**src/rtl/hdmidatadecoder_if.sv**
```systemverilog
// ---------------------------------------------------------------------------
// hdmidatadecoder_if : data-island bus between TERC4 front end and decoder
// Rev 1.0
// ---------------------------------------------------------------------------
`default_nettype none

interface hdmidatadecoder_if;
    logic        i_data;
    logic [3:0]  i_d0;
    logic [3:0]  i_d1;
    logic [3:0]  i_d2;

    logic        o_hSync;
    logic        o_vSync;
    logic [23:0] o_hdr;
    logic        o_hdr_ok;
    logic [55:0] o_sub0;
    logic [55:0] o_sub1;
    logic [55:0] o_sub2;
    logic [55:0] o_sub3;
    logic [3:0]  o_sub_ok;
    logic        o_pkt_valid;
    logic        o_sync_err;
    logic [15:0] o_cts;
    logic [15:0] o_n;
    logic        o_acr_valid;
    logic [15:0] o_audioL;
    logic [15:0] o_audioR;
    logic        o_audio_valid;

    modport master (
        output i_data, i_d0, i_d1, i_d2,
        input  o_hSync, o_vSync, o_hdr, o_hdr_ok, o_sub0, o_sub1, o_sub2, o_sub3,
               o_sub_ok, o_pkt_valid, o_sync_err, o_cts, o_n, o_acr_valid,
               o_audioL, o_audioR, o_audio_valid
    );

    modport slave (
        input  i_data, i_d0, i_d1, i_d2,
        output o_hSync, o_vSync, o_hdr, o_hdr_ok, o_sub0, o_sub1, o_sub2, o_sub3,
               o_sub_ok, o_pkt_valid, o_sync_err, o_cts, o_n, o_acr_valid,
               o_audioL, o_audioR, o_audio_valid
    );
endinterface

`default_nettype wire

```
**src/rtl/hdmidatadecoder.sv**
```systemverilog
// ---------------------------------------------------------------------------
// hdmidatadecoder : HDMI data-island packet capture, BCH check, ACR and audio
// Rev 1.0
// ---------------------------------------------------------------------------
`default_nettype none

module hdmidatadecoder (
    input  wire logic          i_pixclk,
    input  wire logic          i_reset,
    hdmidatadecoder_if.slave   bus
);

    typedef enum logic [2:0] {
        ST_IDLE  = 3'd0,
        ST_EMIT0 = 3'd1,
        ST_EMIT1 = 3'd2,
        ST_EMIT2 = 3'd3,
        ST_EMIT3 = 3'd4
    } state_t;

    localparam logic [7:0] C_BCH_POLY  = 8'hC1;
    localparam logic [7:0] C_TYPE_ACR  = 8'h01;
    localparam logic [7:0] C_TYPE_AUD  = 8'h02;

    function automatic logic [7:0] bch8(input logic [55:0] data, input int nbits);
        logic [7:0] r;
        r = 8'h00;
        for (int i = 0; i < 56; i++) begin
            if (i < nbits) begin
                r = {r[6:0], 1'b0} ^ ((r[7] ^ data[i]) ? C_BCH_POLY : 8'h00);
            end
        end
        return r;
    endfunction

    // First received parity bit is the MSB of the comparison byte.
    function automatic logic [7:0] rev8(input logic [7:0] v);
        logic [7:0] o;
        for (int i = 0; i < 8; i++) begin
            o[i] = v[7-i];
        end
        return o;
    endfunction

    logic [4:0]  cnt_q;
    logic        first_q;
    logic [30:0] hdr_sr_q;
    logic [61:0] sub_sr_q [4];

    logic [23:0] hdr_q;
    logic        hdr_ok_q;
    logic [55:0] sub_q [4];
    logic [3:0]  sub_ok_q;
    logic        pkt_valid_q;
    logic        sync_err_q;
    logic [15:0] cts_q;
    logic [15:0] n_q;
    logic        acr_valid_q;
    logic        hsync_q;
    logic        vsync_q;

    state_t      state_q;
    logic        aud_valid_q;
    logic [15:0] aud_l_q;
    logic [15:0] aud_r_q;

    logic [31:0] w_hdr_full;
    logic [63:0] w_sub_full [4];
    logic        w_hdr_ok;
    logic [3:0]  w_sub_ok;
    logic        w_emit_go;
    logic [1:0]  w_emit_idx;
    logic [3:0]  w_layout;
    logic        w_emit_sample;

    // Shift registers fill from the top so that bit n lands at index n on cnt=31.
    always_comb begin
        w_hdr_full = {bus.i_d0[2], hdr_sr_q};
        w_hdr_ok   = (rev8(w_hdr_full[31:24]) == bch8({32'd0, w_hdr_full[23:0]}, 24));
        for (int k = 0; k < 4; k++) begin
            w_sub_full[k] = {bus.i_d2[k], bus.i_d1[k], sub_sr_q[k]};
            w_sub_ok[k]   = (rev8(w_sub_full[k][63:56]) == bch8(w_sub_full[k][55:0], 56));
        end
    end

    always_ff @(posedge i_pixclk or posedge i_reset) begin
        if (i_reset) begin
            cnt_q       <= 5'd0;
            first_q     <= 1'b1;
            hdr_sr_q    <= '0;
            for (int k = 0; k < 4; k++) begin
                sub_sr_q[k] <= '0;
                sub_q[k]    <= '0;
            end
            hdr_q       <= '0;
            hdr_ok_q    <= 1'b0;
            sub_ok_q    <= 4'd0;
            pkt_valid_q <= 1'b0;
            sync_err_q  <= 1'b0;
            cts_q       <= '0;
            n_q         <= '0;
            acr_valid_q <= 1'b0;
            hsync_q     <= 1'b0;
            vsync_q     <= 1'b0;
        end else begin
            pkt_valid_q <= 1'b0;
            acr_valid_q <= 1'b0;
            sync_err_q  <= 1'b0;
            if (bus.i_data) begin
                cnt_q      <= cnt_q + 5'd1;
                first_q    <= 1'b0;
                hsync_q    <= bus.i_d0[0];
                vsync_q    <= bus.i_d0[1];
                // Framing bit is low only on the very first cycle of an island.
                sync_err_q <= (bus.i_d0[3] != ~first_q);
                hdr_sr_q   <= w_hdr_full[31:1];
                for (int k = 0; k < 4; k++) begin
                    sub_sr_q[k] <= w_sub_full[k][63:2];
                end
                if (cnt_q == 5'd31) begin
                    pkt_valid_q <= 1'b1;
                    hdr_q       <= w_hdr_full[23:0];
                    hdr_ok_q    <= w_hdr_ok;
                    sub_ok_q    <= w_sub_ok;
                    for (int k = 0; k < 4; k++) begin
                        sub_q[k] <= w_sub_full[k][55:0];
                    end
                    if (w_hdr_full[7:0] == C_TYPE_ACR && w_hdr_ok && w_sub_ok[0]) begin
                        acr_valid_q <= 1'b1;
                        cts_q       <= {w_sub_full[0][23:16], w_sub_full[0][31:24]};
                        n_q         <= {w_sub_full[0][47:40], w_sub_full[0][55:48]};
                    end
                end
            end else begin
                cnt_q   <= 5'd0;
                first_q <= 1'b1;
            end
        end
    end

    // Which subpacket (if any) is emitted on the edge that enters the next state.
    always_comb begin
        w_emit_go  = 1'b1;
        w_emit_idx = 2'd0;
        case (state_q)
            ST_IDLE:  w_emit_go  = pkt_valid_q && (hdr_q[7:0] == C_TYPE_AUD) && hdr_ok_q;
            ST_EMIT0: w_emit_idx = 2'd1;
            ST_EMIT1: w_emit_idx = 2'd2;
            ST_EMIT2: w_emit_idx = 2'd3;
            default:  w_emit_go  = 1'b0;
        endcase
        w_layout      = hdr_q[11:8];
        w_emit_sample = w_emit_go && w_layout[w_emit_idx] && sub_ok_q[w_emit_idx];
    end

    always_ff @(posedge i_pixclk or posedge i_reset) begin
        if (i_reset) begin
            state_q     <= ST_IDLE;
            aud_valid_q <= 1'b0;
            aud_l_q     <= '0;
            aud_r_q     <= '0;
        end else begin
            aud_valid_q <= w_emit_sample;
            if (w_emit_sample) begin
                aud_l_q <= sub_q[w_emit_idx][23:8];
                aud_r_q <= sub_q[w_emit_idx][47:32];
            end
            case (state_q)
                ST_IDLE:  if (w_emit_go) state_q <= ST_EMIT0;
                ST_EMIT0: state_q <= ST_EMIT1;
                ST_EMIT1: state_q <= ST_EMIT2;
                ST_EMIT2: state_q <= ST_EMIT3;
                ST_EMIT3: state_q <= ST_IDLE;
                default:  state_q <= ST_IDLE;
            endcase
        end
    end

    assign bus.o_hSync       = hsync_q;
    assign bus.o_vSync       = vsync_q;
    assign bus.o_hdr         = hdr_q;
    assign bus.o_hdr_ok      = hdr_ok_q;
    assign bus.o_sub0        = sub_q[0];
    assign bus.o_sub1        = sub_q[1];
    assign bus.o_sub2        = sub_q[2];
    assign bus.o_sub3        = sub_q[3];
    assign bus.o_sub_ok      = sub_ok_q;
    assign bus.o_pkt_valid   = pkt_valid_q;
    assign bus.o_sync_err    = sync_err_q;
    assign bus.o_cts         = cts_q;
    assign bus.o_n           = n_q;
    assign bus.o_acr_valid   = acr_valid_q;
    assign bus.o_audioL      = aud_l_q;
    assign bus.o_audioR      = aud_r_q;
    assign bus.o_audio_valid = aud_valid_q;

endmodule

`default_nettype wire
```
**src/flat_wrapper.sv**
```systemverilog
// flat-port wrapper written by rule: the top's interface ports become plain ports
module hdmidatadecoder_flat 
  (i_pixclk, i_reset, bus_i_data, bus_i_d0, bus_i_d1, bus_i_d2, bus_o_hSync, bus_o_vSync, bus_o_hdr, bus_o_hdr_ok, bus_o_sub0, bus_o_sub1, bus_o_sub2, bus_o_sub3, bus_o_sub_ok, bus_o_pkt_valid, bus_o_sync_err, bus_o_cts, bus_o_n, bus_o_acr_valid, bus_o_audioL, bus_o_audioR, bus_o_audio_valid);
  hdmidatadecoder_if bus_i ();
  input  wire logic i_pixclk;
  input  wire logic i_reset;
  input wire logic [$bits(bus_i.i_data)-1:0] bus_i_data;
  input wire logic [$bits(bus_i.i_d0)-1:0] bus_i_d0;
  input wire logic [$bits(bus_i.i_d1)-1:0] bus_i_d1;
  input wire logic [$bits(bus_i.i_d2)-1:0] bus_i_d2;
  output wire logic [$bits(bus_i.o_hSync)-1:0] bus_o_hSync;
  output wire logic [$bits(bus_i.o_vSync)-1:0] bus_o_vSync;
  output wire logic [$bits(bus_i.o_hdr)-1:0] bus_o_hdr;
  output wire logic [$bits(bus_i.o_hdr_ok)-1:0] bus_o_hdr_ok;
  output wire logic [$bits(bus_i.o_sub0)-1:0] bus_o_sub0;
  output wire logic [$bits(bus_i.o_sub1)-1:0] bus_o_sub1;
  output wire logic [$bits(bus_i.o_sub2)-1:0] bus_o_sub2;
  output wire logic [$bits(bus_i.o_sub3)-1:0] bus_o_sub3;
  output wire logic [$bits(bus_i.o_sub_ok)-1:0] bus_o_sub_ok;
  output wire logic [$bits(bus_i.o_pkt_valid)-1:0] bus_o_pkt_valid;
  output wire logic [$bits(bus_i.o_sync_err)-1:0] bus_o_sync_err;
  output wire logic [$bits(bus_i.o_cts)-1:0] bus_o_cts;
  output wire logic [$bits(bus_i.o_n)-1:0] bus_o_n;
  output wire logic [$bits(bus_i.o_acr_valid)-1:0] bus_o_acr_valid;
  output wire logic [$bits(bus_i.o_audioL)-1:0] bus_o_audioL;
  output wire logic [$bits(bus_i.o_audioR)-1:0] bus_o_audioR;
  output wire logic [$bits(bus_i.o_audio_valid)-1:0] bus_o_audio_valid;
  assign bus_i.i_data = bus_i_data;
  assign bus_i.i_d0 = bus_i_d0;
  assign bus_i.i_d1 = bus_i_d1;
  assign bus_i.i_d2 = bus_i_d2;
  assign bus_o_hSync = bus_i.o_hSync;
  assign bus_o_vSync = bus_i.o_vSync;
  assign bus_o_hdr = bus_i.o_hdr;
  assign bus_o_hdr_ok = bus_i.o_hdr_ok;
  assign bus_o_sub0 = bus_i.o_sub0;
  assign bus_o_sub1 = bus_i.o_sub1;
  assign bus_o_sub2 = bus_i.o_sub2;
  assign bus_o_sub3 = bus_i.o_sub3;
  assign bus_o_sub_ok = bus_i.o_sub_ok;
  assign bus_o_pkt_valid = bus_i.o_pkt_valid;
  assign bus_o_sync_err = bus_i.o_sync_err;
  assign bus_o_cts = bus_i.o_cts;
  assign bus_o_n = bus_i.o_n;
  assign bus_o_acr_valid = bus_i.o_acr_valid;
  assign bus_o_audioL = bus_i.o_audioL;
  assign bus_o_audioR = bus_i.o_audioR;
  assign bus_o_audio_valid = bus_i.o_audio_valid;
  hdmidatadecoder u_core (.i_pixclk(i_pixclk), .i_reset(i_reset), .bus(bus_i));
endmodule
```
**config.mk**
```make
export PLATFORM = sky130hd
export DESIGN_NAME = hdmidatadecoder_flat
export DESIGN_NICKNAME = d
export VERILOG_FILES = /design/src/rtl/hdmidatadecoder_if.sv /design/src/rtl/hdmidatadecoder.sv /design/src/flat_wrapper.sv
export SDC_FILE = /design/constraint.sdc
export NUM_CORES = 2
export LEC_CHECK = 0
export BUFFER_PORTS_ARGS = -buffer_cell sky130_fd_sc_hd__buf_2
export CAP_MARGIN = 5
export CORE_MARGIN = 3
export CORE_UTILIZATION = 34
export CTS_BUF_LIST = sky130_fd_sc_hd__clkbuf_16
export CTS_CLUSTER_SIZE = 16
export DETAILED_ROUTE_END_ITERATION = 8
export PLACE_DENSITY = 0.51
export SLEW_MARGIN = 20
export SYNTH_ARGS = -nofsm -noshare
export SYNTH_HDL_FRONTEND = slang
export SYNTH_SLANG_ARGS = --single-unit
```
**constraint.sdc**
```tcl
create_clock -name i_pixclk -period 22.8 [get_ports i_pixclk]
set_input_delay 4.56 -clock i_pixclk [delete_from_list [all_inputs] [get_ports i_pixclk]]
set_output_delay 4.56 -clock i_pixclk [all_outputs]
set_load 0.02 [all_outputs]
```
Yosys cells after proc, flatten, opt, wreduce, memory -nomap -nowiden
Index checks and enable logic that the tools add are counted.
Widths: inputs -> output; s select.
{"block": "classes", "n_eq_ne": 13, "n_mux": 267, "add_sub_neg": 1, "n_reduce_logical": 10, "n_lt_le_gt_ge": 2, "bitwise": 488}
{"cell": "$mux 8", "n": 248}
{"cell": "$xor 8x8->8", "n": 243}
{"cell": "$xor 1x1->1", "n": 243}
{"cell": "$bmux 56 s2", "n": 1}
{"cell": "$mux 48", "n": 2}
{"cell": "$eq 8x8->1", "n": 5}
{"cell": "$pmux 3 s4", "n": 1}
{"cell": "$mux 1", "n": 9}
{"cell": "$eq 8x1->1 const B", "n": 1}
{"cell": "$eq 8x2->1 const B", "n": 1}
{"cell": "$eq 3x2->1 const B", "n": 2}
{"cell": "$logic_and 1x1->1", "n": 6}
{"cell": "$pmux 2 s3", "n": 1}
{"cell": "$add 5x1->5 const B", "n": 1}
{"cell": "$eq 5x5->1 const B", "n": 1}
{"cell": "$mux 5", "n": 1}
{"cell": "$bmux 1 s2", "n": 2}
{"cell": "$eq 3x1->1 const B", "n": 1}
{"cell": "$ge 3x3->1 const B", "n": 1}
{"cell": "$logic_not 3->1", "n": 1}
{"cell": "$lt 2x3->1 const B", "n": 1}
{"cell": "$mux 3", "n": 1}
{"cell": "$not 2->3", "n": 1}
{"cell": "$reduce_and 3->1", "n": 1}
{"cell": "other kinds (6)", "n": 6}
{"block": "totals", "input_bits": 15, "out_inout_bits": 323, "elab_cells": 806, "reg_bits": 611}

Depth between registers and ports, before layout
{"block": "logic_depth", "word_depth": 171, "ltp_mapped": 15, "mapped_depth_nobuf": 13}

Least setup slack after synthesis
Ideal clock, no wire load.
{"block": "synth_timing", "path_type": "input-to-reg", "startpoint": "in bus_i_d0[2]", "endpoint": "reg u_core.cts_q[10] (netlist: u_core.bus.o_cts[10])", "setup_slack_ns": 16.097, "arrival_ns": 6.578, "n_path_buf": 2, "stages": 8, "setup_ns": 0.125, "required_time_ns": 22.675, "path_cell_list": "nor3_1 -> o22ai_1 -> or3_1 -> or4b_1 -> or4_1 -> buf_6 -> buf_12 -> mux2_4"}
{"block": "synth_via", "elab_chain_len": 4}
{"element": "start: declaration", "line": "flat_wrapper.sv:8", "text": "input wire logic [$bits(bus_i.i_d0)-1:0] bus_i_d0;"}
{"element": "$eq 8x8->1", "line": "hdmidatadecoder.sv:79", "text": "w_hdr_ok = (rev8(w_hdr_full[31:24]) == bch8({32'd0, w_hdr_full[23:0]}, 24));"}
{"element": "$logic_and 1x1->1 (2 in a row)", "line": "hdmidatadecoder.sv:128", "text": "if (w_hdr_full[7:0] == C_TYPE_ACR && w_hdr_ok && w_sub_ok[0]) begin"}
{"element": "$reduce_and 3->1 (no line)"}
{"element": "end signal: assignment", "line": "hdmidatadecoder.sv:130", "text": "cts_q <= {w_sub_full[0][23:16], w_sub_full[0][31:24]};"}
{"element": "end: declaration", "line": "hdmidatadecoder.sv:56", "text": "logic [15:0] cts_q;"}
No other way between the ends.
A chain may end at the register's enable or synchronous reset.

Worst setup path after layout
{"block": "layout_timing", "startpoint": "in bus_i_data", "endpoint": "reg u_core.sub_ok_q[2] (netlist: u_core.bus.o_sub_ok[2])"}
{"block": "layout_via", "elab_chain_len": 1}
{"element": "start: declaration", "line": "flat_wrapper.sv:7", "text": "input wire logic [$bits(bus_i.i_data)-1:0] bus_i_data;"}
{"element": "$reduce_and 2->1 (no line)"}
{"element": "end signal: assignment", "line": "hdmidatadecoder.sv:124", "text": "sub_ok_q <= w_sub_ok;"}
{"element": "end: declaration", "line": "hdmidatadecoder.sv:53", "text": "logic [3:0] sub_ok_q;"}
No other way between the ends.

==> impl_metrics.env <==
export IMPL_status="complete, no violations"
export IMPL_port_buffers=337
export IMPL_insertion_delay_ns=0.64
export IMPL_vias_per_cell=4.83
export IMPL_avgSynthCellArea_um2=11.8
export IMPL_finalSetupViolCount=0
export IMPL_hold_class="flip-flop to flip-flop"
export IMPL_drc_errors=0
export IMPL_dieArea_um2=98400
export IMPL_period_minus_slack_ns=7.32
export IMPL_synth_edf_count=0
export IMPL_synth_top_area_share_pct=47.4
export IMPL_synthTopCellsByArea="dfrtp_1 (47%), mux2_2 (11%), xnor3_1 (11%), nand2_1 (9.5%), xnor2_1 (8.1%)"
export IMPL_synth_nets=2737
export IMPL_critical_path_top_delay_family="buffers and inverters"
export IMPL_start_util_pct=34.4
export IMPL_post_cts_resized=0
export IMPL_synth_area_um2=32200
export IMPL_cap_viol_max_count=0
export IMPL_cts_sinks=611
export IMPL_clk_pin_slew_ns=0.05
export IMPL_clk_path_buf_depth=3
export IMPL_synth_cell_types=58
export IMPL_path_depth=6
export IMPL_worst_r2r_path_depth=11
export IMPL_max_stage_delay_ns=0.91
export IMPL_fmax_mhz=137
export IMPL_path_buf_inv=3
export IMPL_drive_gt1_share_pct=27.0
export IMPL_h_tree_depth=3
export IMPL_row_count=112
export IMPL_fin_skew_ns=0.0392
export IMPL_post_dp_hpwl_um=71300
export IMPL_crit_chain="buf_8 > nand2_4 > inv_8 > buf_4 > o211ai_1 > o31ai_1"
export IMPL_ys_flop_type="dfrtp_1"
export IMPL_hold_depth=1
export IMPL_grt_pass1_vias=21600
export IMPL_fill_cells=9149
export IMPL_yosys_warnings=0
export IMPL_crit_path_max_fanout=157
export IMPL_wl_per_cell_um=22.3
export IMPL_coreArea_um2=93600
export IMPL_dr_pass1_iters=5
export IMPL_drtAntennaViolNets=0
export IMPL_worstSetupPathType="input pin to flip-flop"
export IMPL_grt_pass1_wl_um=145000
export IMPL_numCtsBuffers=72
export IMPL_area_delta_synth_final_pct=15.8
export IMPL_tns_ns=0
export IMPL_holdBufCountCts=0
export IMPL_grt_overflow=0
export IMPL_ios=338
export IMPL_cp_arrival_ns=7.83
export IMPL_antenna_found_initial=4
export IMPL_die_width_um=314
export IMPL_final_cell_mix="nand2_1 (816), dfrtp_1 (610), buf_2 (336), mux2_2 (313), xnor2_1 (299)"
export IMPL_cts_tree="yes"
export IMPL_maxSlewViolCount=0
export IMPL_wl_um=96500
export IMPL_syn_instance_count=2719
export IMPL_synth_seq_cells=611
export IMPL_required_ns=23.31
export IMPL_place_gp_congestion=0.920
export IMPL_worst_pin_slew_ns=1.05
export IMPL_drtIter0Drc=1368
export IMPL_synth_largest_area_cell="dfrtp_1"
export IMPL_grt_max_degree=173
export IMPL_rsz0062_at_grt="false"
export IMPL_cts_root_buffer="clkbuf_16"
export IMPL_relSlewSlack_pct=30.1
export IMPL_hold_viol=0
export IMPL_final_common_cell="nand2_1"
export IMPL_vias=20900
export IMPL_fin_crit_sh_pct=32.1
export IMPL_slowest_stage="buf_4"
export IMPL_end_kind="flip-flop"
export IMPL_synthArstFlopShare_pct=100
export IMPL_critical_path_startpoint_type="input pin"
export IMPL_post_cts_buffers=0
export IMPL_fin_nets=3024
export IMPL_fp_dieH_um=314
export IMPL_ys_seq_area_share_pct=47.5
export IMPL_gr_usage_all_layers_pct=19.5
-- per-layer routing --
| layer | routed length [µm] | vias to the layer above | GRT usage, % |
|---|---|---|---|
| met5 | 0 | - | 0 |
| li1 | - | 9572 | - |
| met3 | 7110 | 93 | 5.05 |
| met2 | 43700 | 562 | 30.4 |
| met1 | 43900 | 10600 | 27.3 |
| met4 | 1710 | 0 | 4.66 |
-- final timing paths --
| kind | from | endpoint | slack [ns] |
|---|---|---|---|
| setup / recovery | bus_i_data | u_core.bus.o_sub_ok[2] | 15.48 |
| hold / removal | u_core.cnt_q[0] | u_core.cnt_q[0] | 0.47 |
| setup reg to reg | u_core.sub_sr_q[192] | u_core.bus.o_cts[11] | 16.98 |
| hold reg to reg | u_core.cnt_q[0] | u_core.cnt_q[0] | 0.47 |
| max in group asynchronous | i_reset | u_core.sub_sr_q[236] | 15.52 |
| min in group asynchronous | i_reset | u_core.sub_sr_q[180] | 4.10 |
-- per-stage QoR --
step	setup WS (ns)	instances	area [µm²]	utilization [%]	hold WS [ns]
CTS	15.26	4316	37300	39.8	0.470
finish	15.48	4321	37300	39.8	0.465
detailed placement	14.57	4186	35000	37.4	0.459
global placement	14.77	4186	35000	37.4	0.439
global route	14.97	4316	37300	39.8	0.478
floorplan	1.13	2719	32200	-	0.425
-- sequential cells by signal, indices dropped and copies added, names as in the netlist, 3 cells and up --
| signal | count |
|---|---|
| u_core.hdr_sr_q | 31 |
| u_core.bus.o_audioR | 16 |
| u_core.bus.o_sub_ok | 4 |
| u_core.bus.o_hdr | 24 |
| u_core.bus.o_sub1 | 56 |
| u_core.bus.o_cts | 16 |
| u_core.bus.o_sub2 | 56 |
| u_core.bus.o_n | 16 |
| u_core.state_q | 3 |
| u_core.bus.o_audioL | 16 |
| u_core.cnt_q | 5 |
| u_core.sub_sr_q | 248 |
| u_core.bus.o_sub3 | 56 |
| u_core.bus.o_sub0 | 56 |
-- layout make-up --
class / instances / area [µm²] / area share [%]
Antenna cell: 5 / 12.5 / 0.0336
Inverter: 9 / 48.8 / 0.131
Timing Repair Buffer: 355 / 1850 / 4.96
Clock inverter: 56 / 397 / 1.06
Clock buffer: 74 / 1850 / 4.97
Sequential cell: 611 / 15300 / 41.0
Multi-Input combinational cell: 1957 / 16300 / 43.6
Tap cell: 1254 / 1570 / 4.21
-- logic make-up (layout without fill, tap and decap cells) --
| group | Yosys count | after routing | synth area share (%) |
|---|---|---|---|
| and+or+nand+nor | 918 | 918 | 11.3 |
| muxes | 352 | 352 | 12.6 |
| adders and majority gates | 3 | 3 | 0.117 |
| AOI/OAI and AO/OA | 89 | 89 | 1.94 |
| buffers and inverters | 151 | 494 | 2.06 |
| xor gates and xnor gates | 595 | 595 | 24.4 |
| other | 0 | 5 | 0 |
| DFF | 611 | 611 | 47.5 |
-- cell usage after synthesis (all sizes together), types with 2 or more instances --
| cell | number |
|---|---|
| nor3 | 10 |
| a21oi | 2 |
| nand2b | 6 |
| o31ai | 3 |
| a32o | 2 |
| xor2 | 104 |
| xnor2 | 306 |
| o21ai | 5 |
| nand2 | 817 |
| mux2i | 9 |
| o211ai | 2 |
| a211oi | 32 |
| mux2 | 342 |
| a22oi | 3 |
| or2 | 2 |
| and2 | 35 |
| and3 | 8 |
| nor2b | 7 |
| a31oi | 32 |
| dfrtp | 610 |
| inv | 8 |
| clkbuf | 124 |
| xor3 | 24 |
| nor4b | 2 |
| nand3 | 3 |
| nor2 | 20 |
| nand3b | 2 |
| xnor3 | 161 |
| ha | 3 |
| buf | 18 |
Power is not shown: default switching activity piles up to over one toggle a cycle in this logic, so the estimate is an artifact.
